### config.mk
export PLATFORM = sky130hd
export DESIGN_NAME = mod_config_scheduler
export DESIGN_NICKNAME = d
export VERILOG_FILES = /design/src/rtl/mod_config_scheduler.sv
export SDC_FILE = /design/constraint.sdc
export NUM_CORES = 1
export LEC_CHECK = 0
export CAP_MARGIN = 10
export CORE_MARGIN = 2
export CORE_UTILIZATION = 55
export DETAILED_ROUTE_END_ITERATION = 16
export GPL_TIMING_DRIVEN = 0
export PLACE_DENSITY_LB_ADDON = 0.25
export SYNTH_ARGS = -nofsm -noshare
export SYNTH_HDL_FRONTEND = slang
export SYNTH_SLANG_ARGS = --single-unit
### constraint.sdc
create_clock -name CLK -period 6.1 [get_ports CLK]
set_input_delay 1.83 -clock CLK [delete_from_list [all_inputs] [get_ports CLK]]
set_output_delay 1.83 -clock CLK [all_outputs]
set_load 0.01 [all_outputs]
### src/rtl/mod_config_scheduler.sv
// mod_config_scheduler
// Stages host writes of the modulation cycle length, update period and buffer
// bank into shadow registers, and applies them atomically at an update-period
// boundary (tick mode) or at the next SYNC pulse (sync mode). Also owns the
// period counter that produces the UPDATE_TICK the sampler advances on.
//
// Register map (CPU_WE is a one-cycle strobe):
//   0 : MOD_CYCLE shadow
//   1 : UPDATE_CYCLE[15:0] shadow
//   2 : UPDATE_CYCLE[31:16] shadow
//   3 : commit  (CPU_DATA[0] = target bank, CPU_DATA[1] = apply on SYNC)
//
// Writes are honoured only while no commit is outstanding; anything written
// while PENDING is dropped and latches the sticky WR_ERR flag.

module mod_config_scheduler #(
  parameter logic [15:0] MOD_CYCLE_RST    = 16'd4000,
  parameter logic [31:0] UPDATE_CYCLE_RST = 32'd40960,
  parameter logic [31:0] UPDATE_CYCLE_MIN = 32'd16
) (
  input  logic        CLK,
  input  logic        RST,
  input  logic        CPU_WE,
  input  logic [1:0]  CPU_ADDR,
  input  logic [15:0] CPU_DATA,
  input  logic        SYNC,
  output logic [15:0] MOD_CYCLE,
  output logic [31:0] UPDATE_CYCLE,
  output logic        BANK_SEL,
  output logic        UPDATE_TICK,
  output logic        PENDING,
  output logic        APPLIED,
  output logic        WR_ERR,
  output logic [1:0]  DBG_STATE
);

  typedef enum logic [1:0] {
    ST_IDLE      = 2'd0,
    ST_PEND_TICK = 2'd1,
    ST_PEND_SYNC = 2'd2
  } state_t;

  localparam logic [1:0] ADDR_MOD    = 2'd0;
  localparam logic [1:0] ADDR_UPD_LO = 2'd1;
  localparam logic [1:0] ADDR_UPD_HI = 2'd2;
  localparam logic [1:0] ADDR_COMMIT = 2'd3;

  state_t      state;
  logic [31:0] cnt;

  // Shadow registers and the bank latched by the last accepted commit.
  logic [15:0] mod_sh;
  logic [31:0] upd_sh;
  logic        bank_sh;

  // Combinational decode of the current cycle.
  logic        boundary;
  logic        apply_now;
  logic        wr_shadow;
  logic        wr_commit;
  logic        wr_reject;
  logic [31:0] upd_clamped;
  logic [15:0] mod_clamped;

  // Decode boundary, apply and write acceptance for this cycle.
  always_comb begin
    boundary    = 1'b0;
    apply_now   = 1'b0;
    wr_shadow   = 1'b0;
    wr_commit   = 1'b0;
    wr_reject   = 1'b0;
    upd_clamped = upd_sh;
    mod_clamped = mod_sh;

    // The >= keeps the counter from ever running past the period even if
    // UPDATE_CYCLE were to shrink under a running count; an apply always
    // restarts the count at 0, so in practice only the == case fires.
    boundary = (cnt >= (UPDATE_CYCLE - 32'd1)) || SYNC;

    // Tick-mode commits apply on any boundary (a SYNC counts as one);
    // sync-mode commits ignore ordinary ticks and wait for SYNC itself.
    apply_now = ((state == ST_PEND_TICK) && boundary) ||
                ((state == ST_PEND_SYNC) && SYNC);

    wr_shadow = CPU_WE && (state == ST_IDLE) && (CPU_ADDR != ADDR_COMMIT);
    wr_commit = CPU_WE && (state == ST_IDLE) && (CPU_ADDR == ADDR_COMMIT);
    wr_reject = CPU_WE && (state != ST_IDLE);

    if (upd_sh < UPDATE_CYCLE_MIN) begin
      upd_clamped = UPDATE_CYCLE_MIN;
    end
    if (mod_sh == 16'd0) begin
      mod_clamped = 16'd1;
    end
  end

  // Period counter: restarts at every boundary and flags the tick one cycle later.
  always_ff @(posedge CLK or posedge RST) begin
    if (RST) begin
      cnt         <= 32'd0;
      UPDATE_TICK <= 1'b0;
    end else begin
      UPDATE_TICK <= boundary;
      if (boundary) begin
        cnt <= 32'd0;
      end else begin
        cnt <= cnt + 32'd1;
      end
    end
  end

  // Shadow registers: loaded from the bus only while no commit is outstanding.
  always_ff @(posedge CLK or posedge RST) begin
    if (RST) begin
      mod_sh  <= MOD_CYCLE_RST;
      upd_sh  <= UPDATE_CYCLE_RST;
      bank_sh <= 1'b0;
    end else begin
      if (wr_shadow) begin
        case (CPU_ADDR)
          ADDR_MOD:    mod_sh         <= CPU_DATA;
          ADDR_UPD_LO: upd_sh[15:0]   <= CPU_DATA;
          ADDR_UPD_HI: upd_sh[31:16]  <= CPU_DATA;
          default:     mod_sh         <= mod_sh;
        endcase
      end
      if (wr_commit) begin
        bank_sh <= CPU_DATA[0];
      end
    end
  end

  // Commit FSM: holds a pending commit and loads the active registers on apply.
  always_ff @(posedge CLK or posedge RST) begin
    if (RST) begin
      state        <= ST_IDLE;
      MOD_CYCLE    <= MOD_CYCLE_RST;
      UPDATE_CYCLE <= UPDATE_CYCLE_RST;
      BANK_SEL     <= 1'b0;
      PENDING      <= 1'b0;
      APPLIED      <= 1'b0;
      WR_ERR       <= 1'b0;
    end else begin
      APPLIED <= 1'b0;

      // Sticky: any write while a commit is outstanding, including a
      // second commit, is dropped and remembered until reset.
      if (wr_reject) begin
        WR_ERR <= 1'b1;
      end

      case (state)
        ST_IDLE: begin
          // A commit that lands on a boundary cycle only arms the FSM here;
          // the apply is evaluated from the pending state, so it waits for
          // the following boundary.
          if (wr_commit) begin
            PENDING <= 1'b1;
            if (CPU_DATA[1]) begin
              state <= ST_PEND_SYNC;
            end else begin
              state <= ST_PEND_TICK;
            end
          end
        end

        ST_PEND_TICK, ST_PEND_SYNC: begin
          // Same edge as the counter restart, so the new period counts
          // from 0 and a shrinking period can never strand cnt above it.
          if (apply_now) begin
            MOD_CYCLE    <= mod_clamped;
            UPDATE_CYCLE <= upd_clamped;
            BANK_SEL     <= bank_sh;
            APPLIED      <= 1'b1;
            PENDING      <= 1'b0;
            state        <= ST_IDLE;
          end
        end

        default: begin
          PENDING <= 1'b0;
          state   <= ST_IDLE;
        end
      endcase
    end
  end

  assign DBG_STATE = state;

endmodule

; Word level (Yosys, flattened, before mapping)
; Index checks and enable logic that the tools add are counted.
[op_classes]
n_eq_ne = 8
add_sub_neg = 2
reduce_logical = 18
muxes = 12
magnitude_cmp = 2
[ops]
columns = op, n
row1 = $mux 32, 2
row2 = $add 32x1->32 const B, 1
row3 = $ge 32x32->1, 1
row4 = $lt 32x5->1 const B, 1
row5 = $sub 32x1->32 const B, 1
row6 = $logic_not 16->1, 1
row7 = $mux 16, 1
row8 = $reduce_and 2->1, 5
row9 = $eq 2x2->1 const B, 3
row10 = $logic_and 1x1->1, 6
row11 = $mux 2, 3
row12 = $ne 2x2->1 const B, 3
row13 = $eq 2x1->1 const B, 2
row14 = $logic_not 2->1, 2
row15 = $mux 1, 4
row16 = $pmux 2 s2, 1
row17 = $logic_or 1x1->1, 2
row18 = $pmux 1 s2, 1
row19 = $reduce_bool 2->1, 1
row20 = $reduce_or 2->1, 1
[word_totals]
word_cells = 55
register_bits = 136
out_inout_bits = 55
input_bits = 22

; Logic depth before layout (Yosys ltp)
[depth]
ltp_word = 7
mapped_depth = 16
depth_no_buf = 15

; Worst setup path after synthesis
; No wires, ideal clock.
[synth_timing]
path_type = register to register
start = register UPDATE_CYCLE[9]
end = register UPDATE_CYCLE[5]
setup_ns = 0.125
period_less_slack_ns = 4.146
path_stages_with_launch = 16
arrival_ns = 4.022
required_ns = 5.975
setup_slack_ns = 1.954
cell_sequence = dfrtp_1 > or4_4 > nor4_4 > nand2b_2 > or3_4 > or3_4 > nor3_2 > xnor2_1 > ha_1 > nand3_1 > nand2_1 > a211oi_1 > o211ai_1 > o211ai_2 > clkbuf_1 > mux2_2
[synth_between]
elab_chain_cells = 6
[synth_lines]
columns = element, line
row1 = "start, declared", 28  ; output logic [31:0] UPDATE_CYCLE,
row2 = "start signal, assigned", 172  ; UPDATE_CYCLE <= upd_clamped;
row3 = $sub 32x1->32, 78  ; boundary = (cnt >= (UPDATE_CYCLE - 32'd1)) || SYNC;
row4 = $ge 32x32->1, 78
row5 = $logic_or 1x1->1, 78
row6 = $logic_and 1x1->1, 82  ; apply_now = ((state == ST_PEND_TICK) && boundary) ||
row7 = $logic_or 1x1->1, 82
row8 = $reduce_and 2->1 (no source line), --
; No other way between the ends.
; A chain may end at the register's enable or synchronous reset.

; Worst setup path after layout
[layout_timing]
start = register UPDATE_CYCLE[9]
end = register cnt[4]
[layout_between]
elab_chain_cells = 4
[layout_lines]
columns = element, line
row1 = $sub 32x1->32, 78
row2 = $ge 32x32->1, 78
row3 = $logic_or 1x1->1, 78
row4 = $mux 32, 104  ; if (boundary) begin
row5 = "end signal, assigned", 107  ; cnt <= cnt + 32'd1;
row6 = "end, declared", 49  ; logic [31:0] cnt;
; No other way between the ends.

==> results.rst <==
.. list-table::
   :header-rows: 1

   * - Metric
     - Value
   * - Top-Level Pins
     - 77
   * - Cell-by-cell listing of the critical path
     - or4_4 > nor4_4 > nand2b_2 > or3_4 > or3_4 > nor3_2 > xnor2_1 > ha_1 > nand4_1 > nor3_1 > nor4b_1 > o21a_1 > or2_2 > clkbuf_1 > clkbuf_1 > nor2_1
   * - Syn Area/Cell
     - 11.7 um2
   * - Max Cap Violations
     - 0
   * - XOR/XNOR share of the synthesized area
     - 0.0716
   * - Highest ir drop seen on vdd
     - 0.313 mV
   * - Complex-gate fraction of the synthesized area
     - 0.0504
   * - Register-to-Register Path Depth
     - 16
   * - Pre-CTS worst setup slack
     - 1.21 ns
   * - Clock insertion delay at the later pin of the skew report
     - 0.42 ns
   * - TritonCTS clock tree
     - yes
   * - Sort of element at the start of the critical path
     - flop
   * - Post-synthesis cell type count
     - 43
   * - Clock sink count
     - 136
   * - Worst Setup End Kind
     - flop
   * - Count of warnings emitted by yosys
     - 0
   * - Maximum root-to-sink buffer count
     - 2
   * - Sequential cell area fraction in the yosys report
     - 0.509
   * - Worst relative slew slack
     - 0.322
   * - Largest net degree at the start of global routing
     - between 90 and 100
   * - Area inside the core boundary
     - 12000 um2
   * - Number of instances in the synthesized netlist
     - roughly 580
   * - Maximum net fanout on the critical path
     - 10
   * - Setup slack of the worst register-to-register path
     - 1.15 ns
   * - PortBufs
     - 76
   * - Count of nets left with antenna violations after detail routing
     - 0
   * - Count of non-filler cells in the finished layout
     - 831
   * - Number of levels the H-tree was split into
     - 4
   * - Post-route worst setup slack
     - 1.15 ns
   * - Post-route standard cell area excluding fillers
     - 8330 um2
   * - Total power
     - between 4 and 5 mW
   * - Number of remaining DRC errors
     - 0
   * - Final period util
     - 0.812
   * - Hold worst-path end
     - WR_ERR$_DFFE_PP0P_
   * - Antenna violations before repair
     - 0
   * - Wire length of the first global-routing pass
     - roughly 26000 um
   * - Largest family of logic cells by synthesized area
     - multiplexers
   * - Initial cell density of the core
     - 0.562
   * - TritonRoute pass-1 iters
     - 4
   * - Status
     - finished, final reports clean
   * - Final-stage net count
     - 730
   * - Placement-stage cell area
     - roughly 7700 um2
   * - Type of the worst setup path
     - flop to flop
   * - Final antenna diode count
     - 0
   * - Synthesis-to-layout area growth
     - 23.8%
   * - Number of buffers inserted by hold repair at cts
     - 0
   * - Ratio of cells with drive above 1 in the final layout
     - 0.221
   * - CTS root buffer
     - sky130_fd_sc_hd__clkbuf_16
   * - Max stage delay cell, worst path
     - sky130_fd_sc_hd__or4_4
   * - Post-Route Setup TNS
     - 0 ns
   * - Post-layout min period
     - 4.95 ns
   * - Hold Crit Class
     - flop to flop
   * - Detailed Route WL
     - 15300 um
   * - Number of setup violations in the final report
     - 0
   * - Register bit count reported by yosys
     - 136
   * - Total number of vias
     - 4818
   * - Hold depth
     - 1
   * - Final estimated routing congestion in global placement
     - around 0.87
   * - Pins Over Slew Limit
     - 0
   * - Power per cell area
     - between 400 and 500 nW/um2
   * - Count of buffers added by post-CTS timing repair for setup
     - 0
   * - Synth Cell Area
     - 6730 um2
   * - Post-detailed-route via-to-cell ratio
     - 5.80
   * - Overall die height
     - 115 um
   * - Detailed Route Iter0 Violations
     - 261
   * - Vias in the first global route
     - 5096
   * - Critical Path AT
     - 5.23 ns
   * - Multiplexer fraction of the synthesized cell area
     - 0.151
   * - Area enclosed by the die boundary
     - about 13000 um2
   * - TritonCTS buffer count
     - 17
   * - Post-Syn Nets
     - 634
   * - Cell Count Post-Placement
     - 799
   * - Unrepaired setup endpoints after global routing
     - false
   * - Overflow left after global routing
     - 0
   * - Post-DP HPWL
     - between 10000 and 15000 um
   * - Leakage component of the power
     - 3.57 nW
   * - Aggregate global-route resource usage
     - 0.254
   * - Mean routed wirelength per cell
     - between 15 and 20 um
   * - Largest stage delay on the critical path
     - 0.61 ns
   * - Data required time of the critical path
     - 6.38 ns
   * - Synthesized-area fraction occupied by adder cells
     - 0.0688
   * - Final-layout fill cell count
     - 820
   * - Rows
     - 40
   * - Die W
     - 115 um
   * - R2R Path End
     - cnt[4]$_DFF_PP0_
   * - Commonest cells after routing, fill and taps aside
     - 120 x sky130_fd_sc_hd__dfrtp_1, 90 x sky130_fd_sc_hd__mux2_2, 76 x sky130_fd_sc_hd__clkdlybuf4s50_1, 53 x sky130_fd_sc_hd__nor2_1, 37 x sky130_fd_sc_hd__ha_1
   * - Number of endpoints with negative hold slack in the final report
     - 0
   * - Startpoint of the lowest-slack hold path
     - WR_ERR$_DFFE_PP0P_
   * - Post-CTS clock slew at the launch and capture registers of the worst setup and hold paths
     - 0.06 ns
   * - Number of resized instances in the post-cts repair step
     - 0
   * - Most frequent standard cell in the layout excluding fill and tap cells
     - sky130_fd_sc_hd__dfrtp_1
   * - Start of the worst register-to-register path
     - UPDATE_CYCLE[9]$_DFFE_PP0P_
   * - Achievable frequency
     - 0.202 GHz
   * - Critical path launch point
     - UPDATE_CYCLE[9]$_DFFE_PP0P_
   * - Worst clock skew on the final layout
     - roughly 0.017 ns
   * - Slew at the pin with the worst max-slew slack
     - 1.01 ns
   * - Area fraction in and, or, nand and nor cells after synthesis
     - 0.133
## flip-flops by register name (all words and copies together), names as in the netlist, 2 cells and up
| signal | flops |
|---|---|
| mod_sh | 16 |
| cnt | 32 |
| MOD_CYCLE | 16 |
| upd_sh | 32 |
| UPDATE_CYCLE | 32 |
| DBG_STATE | 2 |
## worst max-delay path by stage
stage	endpoint	slack [ns]	depth (start not counted)
final	cnt[4]$_DFF_PP0_	1.15	16
after global placement	cnt[0]$_DFF_PP0_	-0.99	2
after floorplan	APPLIED$_DFF_PP0_	0.66	1
after CTS	cnt[4]$_DFF_PP0_	1.16	16
after global routing	cnt[7]$_DFF_PP0_	0.85	15
after detailed placement	cnt[9]$_DFF_PP0_	1.21	16
## kinds of logic (layout without fill, tap and decap cells)
group | count (synthesis) | count (layout)
AND/OR/NAND/NOR | 176 | 176
flip-flops | 136 | 136
multiplexers | 90 | 90
XOR/XNOR | 55 | 55
AO/OA/AOI/OAI | 53 | 53
adder cells (fa/ha/maj) | 37 | 37
buffers and inverters | 28 | 137
## power by group
part / switching [mW] / internal (mW)
combinational: 0.574 / 0.789
sequential: 0.385 / 1.28
clock: 0.383 / 0.690
## stage by stage
stage	hold WS [ns]	util
6_report	0.459	0.696
5_1_grt	0.474	0.696
4_1_cts	0.463	0.696
3_5_place_dp	0.450	0.644
3_3_place_gp	0.439	0.641
2_1_floorplan	0.451	-
## per-layer routing
layer  vias to the layer above  wire length [um]  track usage
li1                       2266                 -            -
met1                      2395              6440        0.312
met2                       122              7890        0.434
met3                        35               585       0.0503
met4                         0               390        0.116
met5                         -                 0            0
## worst max-delay path: cells and delay by family, from the launching register on
kind / cells / cell delay, ns
adders and majority gates: 1 / 0.29
DFF: 1 / 0.46
and+or+nand+nor: 11 / 2.90
xor gates and xnor gates: 1 / 0.09
buffers and inverters: 2 / 0.77
AOI/OAI and AO/OA: 1 / 0.27
## Yosys cell counts (all sizes together)
master   instances  area share
a211o            1      0.0013
a211oi           5      0.0056
a21o             3      0.0033
a21oi           14       0.010
a22o             4      0.0052
a31oi            1     0.00093
a41oi            2      0.0026
and2             2      0.0019
and3             5      0.0047
and4             2      0.0026
buf              4      0.0030
clkbuf           9      0.0050
dfrtp          120        0.45
dfstp           16       0.063
ha              37       0.069
inv             15      0.0084
mux2            90        0.15
nand2           32       0.018
nand2b           4      0.0041
nand3           19       0.014
nand4            9      0.0084
nor2            53       0.030
nor2b            1     0.00093
nor3            18       0.015
nor4            19       0.020
nor4b            1      0.0013
o211ai           2      0.0030
o21a             1      0.0011
o21ai           16       0.012
o21bai           1      0.0011
o2bb2ai          2      0.0026
o31a             1      0.0013
or2              1     0.00093
or3              7      0.0080
or4              3      0.0039
xnor2           34       0.044
xor2            21       0.027
## layout make-up
| type | count | area (um2) | area share |
|---|---|---|---|
| plain buffers | 13 | 53.8 | 0.00646 |
| clock buffers | 23 | 488 | 0.0586 |
| clock inverters | 9 | 138 | 0.0165 |
| inverters | 15 | 61.3 | 0.00736 |
| multi-input cells | 411 | 3190 | 0.383 |
| flip-flops and latches | 136 | 3420 | 0.411 |
| well taps | 147 | 184 | 0.0221 |
| repair buffers | 77 | 788 | 0.0947 |
(Power assumes the default switching activity.)
==> RTL change, RTL diff (config.mk and constraints unchanged) <==
`UPDATE_CYCLE_RST`: 32'd40960 -> 32'd32768.
--- a/src/rtl/mod_config_scheduler.sv
+++ b/src/rtl/mod_config_scheduler.sv
@@ -15,7 +15,7 @@
 
 module mod_config_scheduler #(
   parameter logic [15:0] MOD_CYCLE_RST    = 16'd4000,
-  parameter logic [31:0] UPDATE_CYCLE_RST = 32'd40960,
+  parameter logic [31:0] UPDATE_CYCLE_RST = 32'd32768,
   parameter logic [31:0] UPDATE_CYCLE_MIN = 32'd16
 ) (
   input  logic        CLK,
Formal check against the unedited RTL: not equivalent (a bounded check fails within 4 cycles, from zero or initial values and one cycle with RST high).
==> RTL change against the original RTL <==
  * Routed wire length is 2.7% lower
  * Sequential cell count unchanged
  * Cell area shrank 0.57%
  * Area after synthesis about the same
  * Cell count did not move
  * Count of clock-buffer cells in the layout is 1 higher
  * Power decreased by 2.1%
  * Sequential share of layout area rose by 0.21 points
  * First-iteration DRC count down 11%
  * Critical endpoint is now cnt[2]$_DFF_PP0_
  * Largest cell class unchanged
  * Utilization shrank 0.40 points
  * Worst setup slack lost 0.024 ns
==> RTL change: results (changes against the original RTL) <==
GRT Overall Usage=24.61% (-0.80 points); Power Clock=999 uW (-7%); worst slack, placed=1.202 ns (-0.007960 ns); ys async rst share=100.0% (unchanged); Non-clock buffering overhead=10.17% (+0.058 points); Clock Buffer Count=24 (+4.3%); Area Overhead vs Synth=23.17%; GPL Wtd Cong=0.8654 (-0.16%); WP data arrival=5.25 ns (+0.02 ns); routed vias/inst=5.739 (-1.0%); Leak=0.003546 uW (-0.58%); fraction of area in multi-input gates=38.55% (+0.22 points); post-synthesis sequential area ratio=50.88% (about the same); share of post-route cells with drive strength above 1=21.49% (-0.58 points); worst hold slack=0.4562 ns (-0.002378 ns); Slew @ Worst Pin=0.9449 ns (-0.06450 ns); first-pass GRT wire length=24.76 mm (-3.8%); R2R Setup Slk=1.12 ns (-0.02 ns); CP max stage cell=or4_4; end point of the critical path=cnt[2]$_DFF_PP0_; top cells by count, synth=dfrtp_1, mux2_2, nor2_1; DR iter-0 viols=232 (-11%); status=complete, no violations; r2r endpoint=cnt[2]$_DFF_PP0_; Cell Area, Placed=7700 um2 (about the same); fill count=823 (+0.37%); largest net degree at the start of global routing=88 (-8.3%); Hold Crit Start=WR_ERR$_DFFE_PP0P_; clk tree area frac=7.011% (-0.50 points); Synth area leaders=dfrtp_1, mux2_2, ha_1; Sw Share=32.82% (+0.11 points); switching power=1318 uW (-1.8%); Total Wirelength=14.89 mm (-2.7%); clock root buffer=clkbuf_16; wire length per cell=17.92 um (-2.7%); Worst Skew=0.006922 ns (-0.01013 ns); FF/Latch Area=3421 um2 (about the same); peak supply drop=312.0 uV (-0.19%); dpl hpwl=11.29 mm (about the same); f_max=201.0 MHz (-0.48%); vias in the first global route=4977 (-2.3%)
==> RTL change: changes by cell type in the layout (fill, tap and decap cells not counted), sizes merged <==
cell      before  now
dfstp         16   14
bufinv         3    2
clkinv         2    4
dfrtp        120  122
clkbuf        32   33
clkinvlp       1    2
inv           18   15
==> RTL change: cells by family (layout without fill, tap and decap cells) <==
family | Yosys count | in the layout | share of synthesized area, %
AO/OA/AOI/OAI | 53 | 53 | 5.044
adder cells (fa/ha/maj) | 37 | 37 | 6.886
buffers and inverters | 28 | 137 | 1.638
flip-flops | 136 | 136 | 50.88
multiplexers | 90 | 90 | 15.08
XOR/XNOR | 55 | 55 | 7.166
AND/OR/NAND/NOR | 176 | 176 | 13.31
==> RTL change: metal layers <==
metal  routed length [um]  vias to the layer above  track usage, %
li1                     -                     2263               -
met1                 6261                     2370           30.10
met2                 7638                      100           41.30
met3                  507                       36           5.029
met4                  482                        0           12.68
met5                    0                        -               0
